File: src/rtl/ula_driver.sv
// ula_driver: sequences one operation at a time through a combinational ULA.
// A request is latched onto the ULA operand/select registers. The ULA outputs
// are given SETTLE cycles to settle, then captured. The captured result is
// held for a consumer handshake. Captures that have flag=1 are counted in a
// saturating 8-bit counter.
module ula_driver #(
    parameter int WIDTH  = 4,
    parameter int SETTLE = 1
) (
    input  logic             clk,
    input  logic             rst,
    // request side
    input  logic             req_valid,
    output logic             req_ready,
    input  logic [WIDTH-1:0] req_a,
    input  logic [WIDTH-1:0] req_b,
    input  logic [1:0]       req_sel,
    // ULA side
    output logic [WIDTH-1:0] A,
    output logic [WIDTH-1:0] B,
    output logic [1:0]       sel,
    input  logic [WIDTH-1:0] resul,
    input  logic             flag,
    // response side
    output logic             rsp_valid,
    input  logic             rsp_ready,
    output logic [WIDTH-1:0] rsp_resul,
    output logic             rsp_flag,
    // flag statistics
    input  logic             clr_count,
    output logic [7:0]       flag_count
);

    typedef enum logic [1:0] {
        S_IDLE = 2'd0,
        S_WAIT = 2'd1,
        S_RESP = 2'd2
    } state_t;

    // SETTLE is limited to 1..15, so a 4-bit down-counter always holds it.
    localparam logic [3:0] SETTLE_CNT = 4'(SETTLE);

    state_t           state_q, state_d;
    logic [3:0]       cnt_q, cnt_d;
    logic [WIDTH-1:0] a_q, a_d;
    logic [WIDTH-1:0] b_q, b_d;
    logic [1:0]       sel_q, sel_d;
    logic [WIDTH-1:0] rsp_resul_q, rsp_resul_d;
    logic             rsp_flag_q, rsp_flag_d;
    logic [7:0]       flag_count_q, flag_count_d;
    logic             capture;

    // Next-state logic: accept in IDLE, count down in WAIT, handshake in RESP.
    always_comb begin
        state_d     = state_q;
        cnt_d       = cnt_q;
        a_d         = a_q;
        b_d         = b_q;
        sel_d       = sel_q;
        rsp_resul_d = rsp_resul_q;
        rsp_flag_d  = rsp_flag_q;
        capture     = 1'b0;
        case (state_q)
            S_IDLE: begin
                if (req_valid) begin
                    a_d     = req_a;
                    b_d     = req_b;
                    sel_d   = req_sel;
                    cnt_d   = SETTLE_CNT;
                    state_d = S_WAIT;
                end
            end
            S_WAIT: begin
                // A count of 1 or less marks the last settle cycle. The
                // "less" case covers a count of zero and prevents a hang there.
                if (cnt_q <= 4'd1) begin
                    capture     = 1'b1;
                    rsp_resul_d = resul;
                    rsp_flag_d  = flag;
                    cnt_d       = 4'd0;
                    state_d     = S_RESP;
                end else begin
                    cnt_d = cnt_q - 4'd1;
                end
            end
            S_RESP: begin
                if (rsp_ready) begin
                    state_d = S_IDLE;
                end
            end
            default: begin
                state_d = S_IDLE;
                cnt_d   = 4'd0;
            end
        endcase
    end

    // Flag statistics: a saturating increment on flagged captures. A clear
    // takes priority over an increment on the same edge.
    always_comb begin
        flag_count_d = flag_count_q;
        if (capture && flag && (flag_count_q != 8'hFF)) begin
            flag_count_d = flag_count_q + 8'd1;
        end
        if (clr_count) begin
            flag_count_d = 8'd0;
        end
    end

    // State and datapath registers. Reset abandons any operation in flight.
    always_ff @(posedge clk or posedge rst) begin
        if (rst) begin
            state_q      <= S_IDLE;
            cnt_q        <= 4'd0;
            a_q          <= '0;
            b_q          <= '0;
            sel_q        <= 2'b00;
            rsp_resul_q  <= '0;
            rsp_flag_q   <= 1'b0;
            flag_count_q <= 8'd0;
        end else begin
            state_q      <= state_d;
            cnt_q        <= cnt_d;
            a_q          <= a_d;
            b_q          <= b_d;
            sel_q        <= sel_d;
            rsp_resul_q  <= rsp_resul_d;
            rsp_flag_q   <= rsp_flag_d;
            flag_count_q <= flag_count_d;
        end
    end

    // req_ready is gated by rst so that it drops as soon as reset is asserted.
    always_comb begin
        req_ready = (state_q == S_IDLE) && !rst;
        rsp_valid = (state_q == S_RESP);
    end

    assign A          = a_q;
    assign B          = b_q;
    assign sel        = sel_q;
    assign rsp_resul  = rsp_resul_q;
    assign rsp_flag   = rsp_flag_q;
    assign flag_count = flag_count_q;

endmodule

File: config.mk
export PLATFORM = sky130hd
export DESIGN_NAME = ula_driver
export DESIGN_NICKNAME = d
export VERILOG_FILES = /design/src/rtl/ula_driver.sv
export SDC_FILE = /design/constraint.sdc
export NUM_CORES = 1
export LEC_CHECK = 0
export ABC_AREA = 1
export ABC_CLOCK_PERIOD_IN_PS = 3700
export CAP_MARGIN = 20
export CORE_ASPECT_RATIO = 1.75
export CORE_MARGIN = 4
export CORE_UTILIZATION = 40
export DETAILED_ROUTE_END_ITERATION = 7
export GPL_TIMING_DRIVEN = 0
export PLACE_DENSITY = 0.7
export SETUP_SLACK_MARGIN = 0.05
export SYNTH_ARGS = -nofsm -noshare
export SYNTH_HDL_FRONTEND = slang
export SYNTH_SLANG_ARGS = --single-unit
File: constraint.sdc
create_clock -name clk -period 3.7 [get_ports clk]
set_clock_uncertainty 0.05 [all_clocks]
set_input_delay 0.74 -clock clk [delete_from_list [all_inputs] [get_ports clk]]
set_output_delay 0.74 -clock clk [all_outputs]
set_load 0.03 [all_outputs]
Word-level counts from Yosys, hierarchy flattened
Cells that the tools add are included.

Flip-flop bits (word level): 29. Input port bits: 20. Output and inout bits: 25.

Add/subtract/negate cells: 2. Order comparisons: 1. Equal/unequal tests: 6. Muxes and demuxes: 11. Bitwise gates (word level): 1. Reductions and logical operators: 10.

Operators by type and width (count): 8-bit two-way mux (2); 4-bit one-hot mux with 3 select lines (1); 8-bit by 1-bit adder with 8-bit output, second input constant (1); 4-bit two-way mux (2); 8-bit != test, second input constant (1); 2-bit two-way mux (3); 2-bit one-hot mux with 3 select lines (1); 2-bit AND reduction (3); 4-bit by 1-bit <= comparator with 1-bit output, second input constant (1); 2-bit != test, second input constant (2); 4-bit by 1-bit subtractor with 4-bit output, second input constant (1); 1-bit logical AND (3); 3-bit AND reduction (1); 2-bit by 1-bit == test with 1-bit output, second input constant (1); 2-bit == test, second input constant (1); 2-bit logical NOT (1); 1-bit two-way mux (2); 2-bit by 1-bit != test with 1-bit output, second input constant (1); 2-bit nonzero test (1); 1-bit logical NOT (1); 1-bit inverter (1).

Depth between registers and ports, before layout
Depth in word-level cells: 7. Depth in mapped cells: 10. Mapped depth without buffers: 10.

Worst setup path before layout
OpenSTA, ideal clock, no wires.

Path type: input -> output. From: input rst. To: output req_ready. Data arrival time: 1.392 ns. Required time: 2.910 ns. Setup slack: 1.518 ns. Stages: 1. Cells stage by stage: nor3_1.

Longest elaborated chain between the ends: 2.

RTL lines: start, declared (RTL line 11) `input logic rst,`; 1-bit logical NOT (RTL line 135) `req_ready = (state_q == S_IDLE) && !rst;`; 1-bit logical AND (RTL line 135); end, declared (RTL line 14) `output logic req_ready,`.

No other way between the ends.

Worst setup path after layout
Ends and elaborated chain as after synthesis.

==> flow_metrics.tcl <==
set metrics [dict create \
    status "finished, final reports clean" \
    finalSetupTns_ns 0 \
    fin_nets 239 \
    clk_pin_slew_worst_paths_ns 0.06 \
    cts_htree_levels 2 \
    synth.area.mux_share 0.0777 \
    fmax_mhz 356 \
    slew_viol_final 0 \
    avgSynthCellArea_um2 8.83 \
    final_core_util 0.600 \
    hp-class "reg -> reg" \
    wirelength_um 3320 \
    ff2ff_path_depth 9 \
    leakagePower_uw 0.000961 \
    pwr-share-clk 0.164 \
    crit_type "in -> out" \
    worst_pin_slew_ns 0.434 \
    crit_buf_inv 2 \
    crit_path_max_fanout 2 \
    crit_path_end_kind "output port" \
    via_count 1247 \
    drive_above_1_share 0.124 \
    pwr-share-comb 0.506 \
    pin_count 45 \
    arrival_ns 2.02 \
    clkSinkCount 29 \
    ys_seq_area_frac 0.501 \
    crit_top_cell "clkdlybuf4s50_1" \
    clockBufferDepth 2 \
    finalCritPeriodShare 0.760 \
    dieArea_um2 4690 \
    routabilityCongestion 0.888 \
    synth-compound-area-share 0.0285 \
    cp_top_family "buffers and inverters" \
    synth_top_family_by_area "simple AND/OR/NAND/NOR gates" \
    cts_resized 0 \
    final_cell_mix "48 x nand2_1, 44 x clkdlybuf4s50_1, 29 x dfrtp_1, 20 x nor2_1, 18 x inv_1" \
    required_ns 2.91 \
    grt_pass1_vias 1278 \
    max_stage_delay_ns 0.71 \
    place.port_buffers 44 \
    syn_to_final_growth_pct 42.1 \
    min_path_cells 2 \
    synth.ff_latch_count 29 \
    cts_inserted_buffers 5 \
    rsz0062_at_grt "no" \
    avgViaCountPerCell 4.76 \
    hpwlAfterDp_um 2570 \
    cp_slowest_cell "clkdlybuf4s50_1" \
    cap_violations 0 \
    drc 0 \
    synth_xor_xnor_area_share 0.0121 \
    r2r_end "flag_count[1]" \
    r2r-start "cnt_q[0]" \
    startpoint_type "primary input" \
    peakVddDrop_mv 0.579 \
    crit_start "rst" \
    n_antenna_cell 0 \
    wire_per_inst_um 12.7 \
    power.switching_uw 643 \
    setup_viol 0 \
    min_from "rsp_resul[2]" \
    drt-initial-drc-count 23 \
    netlist_area_um2 1450 \
    p_sw_frac 0.421 \
    track_usage 0.159 \
    period_needed_ns 2.81 \
    yosys.area_share.adder 0.0259 \
    regToRegSetupSlack_ns 2.07 \
    tritoncts "yes" \
    syn_inst 164 \
    grt_pass1_wl_um 5430 \
    clk_latency_ns 0.28 \
    power_frac_seq 0.329 \
    yosysWarnings 0 \
    grt_max_degree 30 \
    grt_antenna_before_repair 0 \
    syn-num-nets 187 \
    crit_path_cell_trace "clkdlybuf4s50_1 > nor3_1 > clkdlybuf4s50_1" \
    postCtsHoldBufs 0 \
    p_per_area_nw_per_um2 741 \
    drt_first_pass_iters 4 \
    cts_root_buf "clkbuf_8" \
    core_um2 3430 \
    final_common_cell "nand2_1" \
    synth-simple-area-share 0.298 \
    ant_nets 0 \
    start_util 0.422 \
    finalHoldViolCount 0 \
    die_width_um 53.5 \
    holdPathEnd "rsp_resul[2]" \
    post_cts_buffers 0 \
    netlist-cell-type-count 25 \
    row_count 28 \
    internal-power_uw 883 \
    overflow 0 \
    die_h_um 87.6 \
    slew_headroom 0.711 \
]
## power groups by stage
stage | registers [uW] | clock network (uW) | logic (uW)
floorplan | 671 | 0 | 322
global placement | 499 | 0 | 753
detailed placement | 509 | 0 | 776
CTS | 505 | 261 | 783
global route | 521 | 274 | 832
finish | 503 | 251 | 773
## cell usage after synthesis (all sizes together)
cell / n / share of area
nor3: 3 / 0.010
ha: 3 / 0.026
xnor2: 1 / 0.0060
o211ai: 1 / 0.0052
nand2: 51 / 0.14
o21bai: 1 / 0.0052
mux2: 10 / 0.078
inv: 18 / 0.047
nand3: 16 / 0.064
dfrtp: 29 / 0.50
xor2: 1 / 0.0060
nor2: 22 / 0.070
o31ai: 1 / 0.0052
buf: 1 / 0.0078
clkbuf: 1 / 0.0026
a21oi: 2 / 0.0095
o21ai: 1 / 0.0035
nand4: 1 / 0.0043
nor3b: 1 / 0.0052
## final cells by class
cell class	instances	area [um^2]
clock buffer	5	68.8
clock inverter	3	17.5
fill	320	1370
timing repair buffer	45	468
buffer	2	15.0
sequential	29	726
inverter	18	67.6
tap	45	56.3
multi-input combinational	115	641
## stage by stage
step / power, uW / cells / hold slack [ns] / instance area [um^2] / setup slack, ns
detailed placement: 1290 / 253 / 0.412 / 1950 / 0.893
global route: 1630 / 262 / 0.454 / 2060 / 0.808
global placement: 1250 / 253 / 0.403 / 1950 / 0.903
finish: 1530 / 262 / 0.421 / 2060 / 0.888
CTS: 1550 / 261 / 0.427 / 2030 / 0.875
floorplan: 993 / 164 / 0.403 / 1450 / 1.52
## logic make-up after synthesis
| family | Yosys count |
|---|---|
| AOI/OAI and AO/OA | 6 |
| and+or+nand+nor | 94 |
| xor gates and xnor gates | 2 |
| adders and majority gates | 3 |
| buffers and inverters | 20 |
| muxes | 10 |
| DFF | 29 |
## metal layers
layer	global-route usage	routed length, um	vias up
met2	0.276	1840	30
met4	0.0674	46	0
met5	0	0	-
li1	-	-	624
met1	0.169	1260	589
met3	0.0562	167	4
## flip-flops by register name, indices dropped and copies added (netlist names)
signal / count
A: 4
B: 4
cnt_q: 4
flag_count: 8
rsp_flag: 1
rsp_resul: 4
sel: 2
state_q: 2
## worst reg2reg max path: stages (launching register included)
cell and delay, ns:
dfrtp_1 0.38, inv_1 0.13, ha_1 0.18, inv_1 0.06
nand2_1 0.14, nand2_2 0.11, nor2_8 0.14, nand3_4 0.15
nand3_1 0.11, nand2_1 0.06
## how the worst max path moves through the flow
| stage | cells past startpoint | slack [ns] | endpoint |
|---|---|---|---|
| final | 3 | 0.89 | req_ready |
| after global routing | 3 | 0.81 | req_ready |
| after CTS | 3 | 0.88 | req_ready |
| after detailed placement | 3 | 0.89 | req_ready |
| after global placement | 3 | 0.90 | req_ready |
| after floorplan | 1 | 1.52 | req_ready |
Power figures use the tool's default switching activity.
